**src/rtl/encode_motion_vector_if.sv**
```systemverilog
// rtl/encode_motion_vector_if.sv - request/result handshake bundle for the motion vector encoder
//   master: requester side (drives in_valid/in_pred/in_vec/out_ready)
//   slave : encoder side (drives in_ready/out_valid/out_bits/out_len/out_pred/out_err)
interface encode_motion_vector_if;
    logic        in_valid;
    logic        in_ready;
    logic [31:0] in_pred;
    logic [31:0] in_vec;
    logic        out_valid;
    logic        out_ready;
    logic [31:0] out_bits;
    logic [4:0]  out_len;
    logic [31:0] out_pred;
    logic        out_err;

    modport master (
        output in_valid, in_pred, in_vec, out_ready,
        input  in_ready, out_valid, out_bits, out_len, out_pred, out_err
    );

    modport slave (
        input  in_valid, in_pred, in_vec, out_ready,
        output in_ready, out_valid, out_bits, out_len, out_pred, out_err
    );
endinterface

```
**src/rtl/encode_motion_vector.sv**
```systemverilog
// rtl/encode_motion_vector.sv - MPEG-2 motion vector component encoder (motion_code VLC + sign + residual)
//   clk : rising-edge clock
//   rst : asynchronous active-low reset
//   bus : encode_motion_vector_if.slave
//         in_valid/in_ready/in_pred/in_vec     request (predictor, target vector)
//         out_valid/out_ready                  result handshake
//         out_bits (MSB-first, left-aligned), out_len, out_pred (updated predictor), out_err
module encode_motion_vector #(
    parameter int R_SIZE = 3
) (
    input  logic                  clk,
    input  logic                  rst,
    encode_motion_vector_if.slave bus
);
    localparam int F     = 1 << R_SIZE;
    localparam int RANGE = 16 * F;

    localparam logic signed [31:0] VEC_LO = -RANGE;
    localparam logic signed [31:0] VEC_HI = RANGE - 1;
    localparam logic signed [31:0] WRAP   = 2 * RANGE;
    localparam logic [31:0]        RMASK  = F - 1;

    typedef enum logic [1:0] {IDLE, CALC, PACK, OUT} state_t;

    state_t state, state_nxt;

    logic signed [31:0] pred_q, vec_q;
    logic               err_q, zero_q, sign_q;
    logic [4:0]         code_q;
    logic [7:0]         resid_q;

    logic [31:0] bits_q, opred_q;
    logic [4:0]  len_q;
    logic        oerr_q;

    // {length[3:0], code right-aligned[10:0]}
    function automatic logic [14:0] vlc_lookup(input logic [4:0] code);
        case (code)
            5'd0:    vlc_lookup = {4'd1,  11'd1};
            5'd1:    vlc_lookup = {4'd2,  11'd1};
            5'd2:    vlc_lookup = {4'd3,  11'd1};
            5'd3:    vlc_lookup = {4'd4,  11'd1};
            5'd4:    vlc_lookup = {4'd6,  11'd3};
            5'd5:    vlc_lookup = {4'd7,  11'd5};
            5'd6:    vlc_lookup = {4'd7,  11'd4};
            5'd7:    vlc_lookup = {4'd7,  11'd3};
            5'd8:    vlc_lookup = {4'd9,  11'd11};
            5'd9:    vlc_lookup = {4'd9,  11'd10};
            5'd10:   vlc_lookup = {4'd9,  11'd9};
            5'd11:   vlc_lookup = {4'd10, 11'd17};
            5'd12:   vlc_lookup = {4'd10, 11'd16};
            5'd13:   vlc_lookup = {4'd10, 11'd15};
            5'd14:   vlc_lookup = {4'd10, 11'd14};
            5'd15:   vlc_lookup = {4'd10, 11'd13};
            5'd16:   vlc_lookup = {4'd10, 11'd12};
            default: vlc_lookup = {4'd0,  11'd0};
        endcase
    endfunction

    always_ff @(posedge clk or negedge rst) begin
        if (!rst) state <= IDLE;
        else      state <= state_nxt;
    end

    always_comb begin
        state_nxt = state;
        case (state)
            IDLE:    if (bus.in_valid)  state_nxt = CALC;
            CALC:    state_nxt = PACK;
            PACK:    state_nxt = OUT;
            OUT:     if (bus.out_ready) state_nxt = IDLE;
            default: state_nxt = IDLE;
        endcase
    end

    // Delta with a single modular wrap into [-16f, 16f-1], then split into code and residual.
    logic signed [31:0] delta_raw, delta;
    logic [31:0]        abs_delta, abs_m1, code_full;
    logic               vec_err;

    always_comb begin
        delta_raw = vec_q - pred_q;
        delta     = delta_raw;
        if (delta_raw < VEC_LO)      delta = delta_raw + WRAP;
        else if (delta_raw > VEC_HI) delta = delta_raw - WRAP;
        abs_delta = delta[31] ? 32'(-delta) : 32'(delta);
        abs_m1    = abs_delta - 32'd1;
        code_full = (abs_m1 >> R_SIZE) + 32'd1;
        vec_err   = (vec_q < VEC_LO) || (vec_q > VEC_HI);
    end

    // Assemble VLC, sign and residual right-aligned, then left-align into 32 bits.
    logic [14:0] vlc;
    logic [31:0] word, packed_bits;
    logic [4:0]  plen;

    always_comb begin
        vlc  = vlc_lookup(code_q);
        word = {21'd0, vlc[10:0]};
        plen = {1'b0, vlc[14:11]};
        if (!zero_q) begin
            word = {word[30:0], sign_q};
            plen = plen + 5'd1;
            if (R_SIZE > 0) begin
                word = (word << R_SIZE) | {24'd0, resid_q};
                plen = plen + 5'(R_SIZE);
            end
        end
        packed_bits = word << (6'd32 - {1'b0, plen});
    end

    always_ff @(posedge clk or negedge rst) begin
        if (!rst) begin
            pred_q  <= '0;
            vec_q   <= '0;
            err_q   <= 1'b0;
            zero_q  <= 1'b0;
            sign_q  <= 1'b0;
            code_q  <= '0;
            resid_q <= '0;
            bits_q  <= '0;
            len_q   <= '0;
            opred_q <= '0;
            oerr_q  <= 1'b0;
        end else begin
            case (state)
                IDLE: begin
                    if (bus.in_valid) begin
                        pred_q <= bus.in_pred;
                        vec_q  <= bus.in_vec;
                    end
                end
                CALC: begin
                    err_q   <= vec_err;
                    zero_q  <= (delta == 32'sd0);
                    sign_q  <= delta[31];
                    code_q  <= (delta == 32'sd0) ? 5'd0 : code_full[4:0];
                    resid_q <= 8'(abs_m1 & RMASK);
                end
                PACK: begin
                    oerr_q <= err_q;
                    if (err_q) begin
                        bits_q  <= '0;
                        len_q   <= '0;
                        opred_q <= pred_q;
                    end else begin
                        bits_q  <= packed_bits;
                        len_q   <= plen;
                        opred_q <= vec_q;
                    end
                end
                default: ;
            endcase
        end
    end

    assign bus.in_ready  = (state == IDLE);
    assign bus.out_valid = (state == OUT);
    assign bus.out_bits  = bits_q;
    assign bus.out_len   = len_q;
    assign bus.out_pred  = opred_q;
    assign bus.out_err   = oerr_q;
endmodule

```
**src/flat_wrapper.sv**
```systemverilog
// flat-port wrapper written by rule: the top's interface ports become plain ports
module encode_motion_vector_flat 
#(
    parameter int R_SIZE = 3
)
  (clk, rst, bus_in_valid, bus_in_pred, bus_in_vec, bus_out_ready, bus_in_ready, bus_out_valid, bus_out_bits, bus_out_len, bus_out_pred, bus_out_err);
  encode_motion_vector_if bus_i ();
  input  logic clk;
  input  logic rst;
  input wire logic [$bits(bus_i.in_valid)-1:0] bus_in_valid;
  input wire logic [$bits(bus_i.in_pred)-1:0] bus_in_pred;
  input wire logic [$bits(bus_i.in_vec)-1:0] bus_in_vec;
  input wire logic [$bits(bus_i.out_ready)-1:0] bus_out_ready;
  output wire logic [$bits(bus_i.in_ready)-1:0] bus_in_ready;
  output wire logic [$bits(bus_i.out_valid)-1:0] bus_out_valid;
  output wire logic [$bits(bus_i.out_bits)-1:0] bus_out_bits;
  output wire logic [$bits(bus_i.out_len)-1:0] bus_out_len;
  output wire logic [$bits(bus_i.out_pred)-1:0] bus_out_pred;
  output wire logic [$bits(bus_i.out_err)-1:0] bus_out_err;
  assign bus_i.in_valid = bus_in_valid;
  assign bus_i.in_pred = bus_in_pred;
  assign bus_i.in_vec = bus_in_vec;
  assign bus_i.out_ready = bus_out_ready;
  assign bus_in_ready = bus_i.in_ready;
  assign bus_out_valid = bus_i.out_valid;
  assign bus_out_bits = bus_i.out_bits;
  assign bus_out_len = bus_i.out_len;
  assign bus_out_pred = bus_i.out_pred;
  assign bus_out_err = bus_i.out_err;
  encode_motion_vector #(.R_SIZE(R_SIZE)) u_core (.clk(clk), .rst(rst), .bus(bus_i));
endmodule
```
**config.mk**
```make
export PLATFORM = sky130hd
export DESIGN_NAME = encode_motion_vector_flat
export DESIGN_NICKNAME = d
export VERILOG_FILES = /design/src/rtl/encode_motion_vector_if.sv /design/src/rtl/encode_motion_vector.sv /design/src/flat_wrapper.sv
export SDC_FILE = /design/constraint.sdc
export NUM_CORES = 1
export LEC_CHECK = 0
export ABC_CLOCK_PERIOD_IN_PS = 6230
export BUFFER_PORTS_ARGS = -buffer_cell sky130_fd_sc_hd__buf_2
export CORE_ASPECT_RATIO = 1.1
export CORE_MARGIN = 4
export CORE_UTILIZATION = 50
export DETAILED_ROUTE_END_ITERATION = 16
export PLACE_DENSITY = 0.71
export SYNTH_ARGS = -nofsm -noshare
export SYNTH_HDL_FRONTEND = slang
export SYNTH_SLANG_ARGS = --single-unit
```
**constraint.sdc**
```tcl
create_clock -name clk -period 6.23 [get_ports clk]
set_input_delay 0.3115 -clock clk [delete_from_list [all_inputs] [get_ports clk]]
set_output_delay 0.3115 -clock clk [all_outputs]
set_load 0.01 [all_outputs]
```
Word-level counts from Yosys, hierarchy flattened
Memory sizes are Yosys's and may differ from the RTL's. Index checks and enable logic that the tools add are counted.

Input port bits: 68. Output and inout bits: 72. Memories kept: 1. Logic and storage cells: 50. Bits in registers: 147. Memory bits (read-only): 288.

Reductions and logical operators: 5. $lt $le $gt $ge: 4. Eq/ne operators: 5. Mux-type cells: 12. Bitwise logic cells: 1. Add/subtract/negate cells: 9. Shifts and indexed selects: 1.

Memories: (name not given) (words 32, bits a word 9, read ports 1, clocked after Yosys merged registers in 0, write ports 0, RTL line encode_motion_vector.sv:38) `case (code)`.

Operators by type and width (count): $mux W32 (5); $gt A32 B8 Y1 const B (2); $lt A32 B8 Y1 const B (2); $add A32 B10 Y32 const B (1); $logic_not A32 Y1 (1); $shl A32 B6 Y32 (1); $sub A32 B10 Y32 const B (1); $sub A32 B32 Y32 (1); $mux W5 (3); $or A15 B3 Y15 (1); $mux W8 (1); $neg A8 Y8 (1); $pmux W2 S4 (1); $sub A8 B1 Y8 const B (1); $sub A6 B5 Y6 const A (1); $add A4 B1 Y5 const B (1); $add A5 B1 Y5 const B (1); $add A5 B2 Y5 const B (1); $eq A2 B2 Y1 const B (2); $mux W2 (2); $ne A2 B2 Y1 const B (2); $reduce_and A2 Y1 (2); $eq A2 B1 Y1 const B (1); $logic_not A2 Y1 (1); $logic_or A1 B1 Y1 (1).

Logic depth before layout (Yosys ltp)
Depth after elaboration: 9. Depth in mapped cells: 23.

Least setup slack after synthesis
OpenSTA, ideal clock, no wires.

Path type: register -> register. Start: register u_core.vec_q[0]. End: register u_core.code_q[4]. Clock period less this slack: 4813 ps. Data arrival time: 4693 ps. Data required time: 6110 ps. Setup time: 120 ps. Path slack: 1417 ps. Cell stages (with the launch flop): 20. Path through: dfrtp_1 -> inv_1 -> ha_1 -> fa_1 -> nand2b_1 -> a21o_1 -> a211oi_2 -> nor4_1 -> a311oi_4 -> nand4_2 -> or4_4 -> or4_4 -> and2_4 -> buf_2 -> mux2i_1 -> xnor2_1 -> ha_1 -> nand3_1 -> xnor2_1 -> a31o_1.

Longest elaborated chain between the ends: 9. Elaborated cells on any way between the ends: 13.

RTL lines: from (decl) (RTL line encode_motion_vector.sv:27) `logic signed [31:0] pred_q, vec_q;`; from (signal assigned) (RTL line encode_motion_vector.sv:130) `vec_q <= bus.in_vec;`; $sub A32 B32 Y32 (*) (RTL line encode_motion_vector.sv:82) `delta_raw = vec_q - pred_q;`; $sub A32 B10 Y32 / $gt A32 B8 Y1 (equally long branches) (RTL line encode_motion_vector.sv:85) `else if (delta_raw > VEC_HI) delta = delta_raw - WRAP;`; $mux W32 (RTL line encode_motion_vector.sv:85); $mux W32 (*) (RTL line encode_motion_vector.sv:84) `if (delta_raw < VEC_LO) delta = delta_raw + WRAP;`; $neg A8 Y8 (RTL line encode_motion_vector.sv:86) `abs_delta = delta[31] ? 32'(-delta) : 32'(delta);`; $mux W8 (RTL line encode_motion_vector.sv:86); $sub A8 B1 Y8 (RTL line encode_motion_vector.sv:87) `abs_m1 = abs_delta - 32'd1;`; $add A5 B1 Y5 (RTL line encode_motion_vector.sv:88) `code_full = (abs_m1 >> R_SIZE) + 32'd1;`; $mux W5 (*) (RTL line encode_motion_vector.sv:137) `code_q <= (delta == 32'sd0) ? 5'd0 : code_full[4:0];`; to (signal assigned) (RTL line encode_motion_vector.sv:137); to (decl) (RTL line encode_motion_vector.sv:29) `logic [4:0] code_q;`.

Every way passes the cells marked *; elsewhere a longest branch is shown, timed or not. A chain may end at the register's enable or synchronous reset.

Worst setup path after layout
Start: register u_core.vec_q[0]. End: register u_core.code_q[1].

The elaborated chain is that of the path after synthesis.

==> impl_metrics.json <==
{
  "place.gp.congestion": 0.935,
  "min_period_over_period_pct": 89.9,
  "grt_overflow": 0,
  "hold_path_depth": 2,
  "num_io_pins": 140,
  "setup_tns_ns": 0,
  "path_buf_inv": 1,
  "ctsHtreeMaxLevel": 4,
  "drtIter0Drc": 539,
  "synth-seq-cells": 147,
  "cts_hold_buf": 1,
  "routed-via-count": 9732,
  "seq_area_frac_synth_pct": 34.2,
  "cp-end-kind": "flip-flop",
  "syn_inst": 1203,
  "avgRoutedWirePerCell_um": 18.9,
  "status": "finished clean",
  "cts.sinks": 147,
  "timing.slew.headroom_pct": 28.1,
  "layout.nets": 1434,
  "cpPeakStageDelay_ns": 0.63,
  "fillCellCount": 1919,
  "synth_edf_count": 0,
  "worstPathRequired_ns": 6.55,
  "drive_gt1_share_pct": 22.0,
  "crit_path_start_kind": "flip-flop",
  "die_area_um2": 23900,
  "dp_hpwl_mm": 23.5,
  "final_max_slew_viol_count": 0,
  "worst_pin_slew_ns": 1.07,
  "grtUsageTotal_pct": 25.6,
  "path_max_fanout": 7,
  "final_cell_mix": "dfrtp_1, buf_2, nor2_1, a21oi_1, nand2_1",
  "grt_max_degree": 80,
  "grt_pass1_vias": 9601,
  "ant_nets": 0,
  "start_util_pct": 50.7,
  "slowest_stage": "or4_1",
  "worst-setup-path-type": "flip-flop to flip-flop",
  "grt_first_pass_wirelength_mm": 49.7,
  "cts_root_buffer": "clkbuf_16",
  "dr.pass1.iters": 5,
  "crit_chain": "inv_1, ha_1, fa_1, nand2b_1, a21oi_1, o211ai_1, a21oi_1, nand2b_1, ha_1, and3_1, a41oi_1, a21o_1, nor4_2, a31oi_1, a22oi_1, xnor2_1, a2111oi_1, nand4_1, or4_1, a31o_1",
  "timing.final.hold_violations": 0,
  "clk_latency_ns": 0.43,
  "min_path_type": "input port to flip-flop",
  "crit_family": "compound AO/OA/AOI/OAI gates",
  "syn_nets": 1320,
  "cts_setup_buffers": 0,
  "port_buffers": 139,
  "core_area_um2": 21200,
  "grt_setup_unrepaired": "false",
  "die_h_um": 162,
  "async_flop_share_pct": 100,
  "syn-cell-area_um2": 10800,
  "min_period_ns": 5.60,
  "clock_skew_ns": 0.0124,
  "drcViolationCount": 0,
  "vias_per_cell": 6.01,
  "avgSynthCellArea_um2": 8.94,
  "cp.depth": 20,
  "max_freq_mhz": 179,
  "die_width_um": 148,
  "routed_wirelength_mm": 30.6,
  "yosysUniqueCellTypes": 88,
  "cts.path.max_buffers": 2,
  "syn2layout_area_growth_pct": 14.5,
  "cts_resized": 0,
  "reg2reg_slack_ns": 0.63,
  "antenna_found_initial": 0,
  "r2r_cells": 20,
  "cp.arrival_ns": 5.92,
  "cts_buffers": 17,
  "setup_viol_count_final": 0,
  "row_count": 56,
  "final_common_cell": "dfrtp_1",
  "ys.flop_type": "dfrtp_1",
  "clkSlewWorstSetupHoldPaths_ns": 0.07,
  "diodes": 0,
  "yosysWarnings": 0,
  "drv_cap": 0,
  "cts_tree": "yes"
}
worst reg2reg max path: cells and delay by family, from the launching register on:
family	cells	cell delay, ns
compound gates	9	2.24
simple gates	6	1.88
buf+inv	1	0.05
xor+xnor	1	0.12
flops	1	0.36
fa+ha+maj	3	0.84
cell usage after synthesis, drive strengths merged, types with 4 or more instances:
library cell,n,share of area [%]
a211oi,9,0.77
o2111ai,5,0.47
or2,8,0.47
ha,48,5.6
a22oi,12,0.88
nand3,28,1.3
and4,14,1.1
and2,9,0.55
mux2i,48,4.5
mux2,74,7.7
o221ai,4,0.33
xnor2,36,2.9
clkbuf,33,1.2
inv,70,2.4
o211ai,12,0.98
and3,10,0.58
buf,22,0.94
o22ai,5,0.29
o31ai,6,0.42
nor4,21,1.5
o2bb2ai,28,2.3
nor2b,13,0.76
o32ai,4,0.33
a21oi,97,4.7
nor2,113,3.9
xor2,12,0.98
o211a,4,0.37
a31oi,16,0.99
o311ai,4,0.33
nand2b,16,0.93
nand4,31,1.9
o21ai,44,2.0
a21o,13,0.91
or4,6,0.49
o21a,6,0.42
or3,10,0.58
dfrtp,147,34
a31o,8,0.65
nand2,85,3.0
nor3,30,1.4
registers in the layout, summed over array words and instances, names as in the netlist, 2 cells and up:
| signal | flops |
|---|---|
| u_core.bus.out_bits | 32 |
| u_core.resid_q | 3 |
| u_core.vec_q | 32 |
| u_core.state | 2 |
| u_core.bus.out_pred | 32 |
| u_core.bus.out_len | 5 |
| u_core.pred_q | 32 |
| u_core.code_q | 5 |
layer usage:
layer | up-vias | global-route usage (%) | wire length [µm] | share of wire (%)
met5 | - | 0 | 0 | 0
met4 | 0 | 9.24 | 1010 | 3.3
met3 | 71 | 3.54 | 1470 | 4.8
met2 | 330 | 46.9 | 15800 | 52
met1 | 4651 | 30.7 | 12400 | 40
li1 | 4680 | - | - | -
cell families (layout without fill, tap and decap cells):
group / count (synthesis) / in the layout / share of synthesized area, %
AO/OA/AOI/OAI: 307 / 307 / 19.8
XOR/XNOR: 48 / 48 / 3.91
adder cells (fa/ha/maj): 49 / 49 / 5.77
buffers and inverters: 125 / 252 / 4.54
flip-flops: 147 / 147 / 34.2
multiplexers: 123 / 123 / 12.4
AND/OR/NAND/NOR: 404 / 404 / 19.4
final timing paths:
path / from / to
worst min register to register: u_core.bus.out_len[1]$_DFFE_PN0P_ / u_core.bus.out_len[1]$_DFFE_PN0P_
max in group asynchronous: rst / u_core.pred_q[27]$_DFFE_PN0P_
worst max register to register: u_core.vec_q[0]$_DFFE_PN0P_ / u_core.code_q[1]$_DFFE_PN0N_
min in group asynchronous: rst / u_core.bus.out_bits[13]$_DFFE_PN0P_
worst max-delay path: u_core.vec_q[0]$_DFFE_PN0P_ / u_core.code_q[1]$_DFFE_PN0N_
worst min-delay path: bus_in_vec[18] / u_core.vec_q[18]$_DFFE_PN0P_
per-stage QoR:
| step | setup WS [ns] | instance area, µm² | hold WS (ns) | utilization [%] | cells |
|---|---|---|---|---|---|
| after CTS | 0.668 | 12300 | 0.0979 | 58.0 | 1620 |
| after global placement | 0.730 | 11700 | 0.396 | 55.0 | 1587 |
| final | 0.630 | 12300 | 0.108 | 58.0 | 1620 |
| after global routing | 0.224 | 12300 | 0.0956 | 58.0 | 1620 |
| after detailed placement | 0.690 | 11700 | 0.394 | 55.0 | 1587 |
| after floorplan | 1.42 | 10800 | 0.0159 | - | 1203 |
area by class of cell:
| class | instances | area (µm²) | area share [%] |
|---|---|---|---|
| multi-input cells | 931 | 6600 | 53.5 |
| flip-flops and latches | 147 | 3680 | 29.9 |
| repair buffers | 150 | 787 | 6.39 |
| clock buffers | 17 | 425 | 3.45 |
| well taps | 290 | 363 | 2.95 |
| inverters | 70 | 263 | 2.13 |
| clock inverters | 15 | 205 | 1.67 |
Power is left out: the tool's default activity adds up to more than one toggle a clock period on the data nets, which glitch-free logic cannot reach.
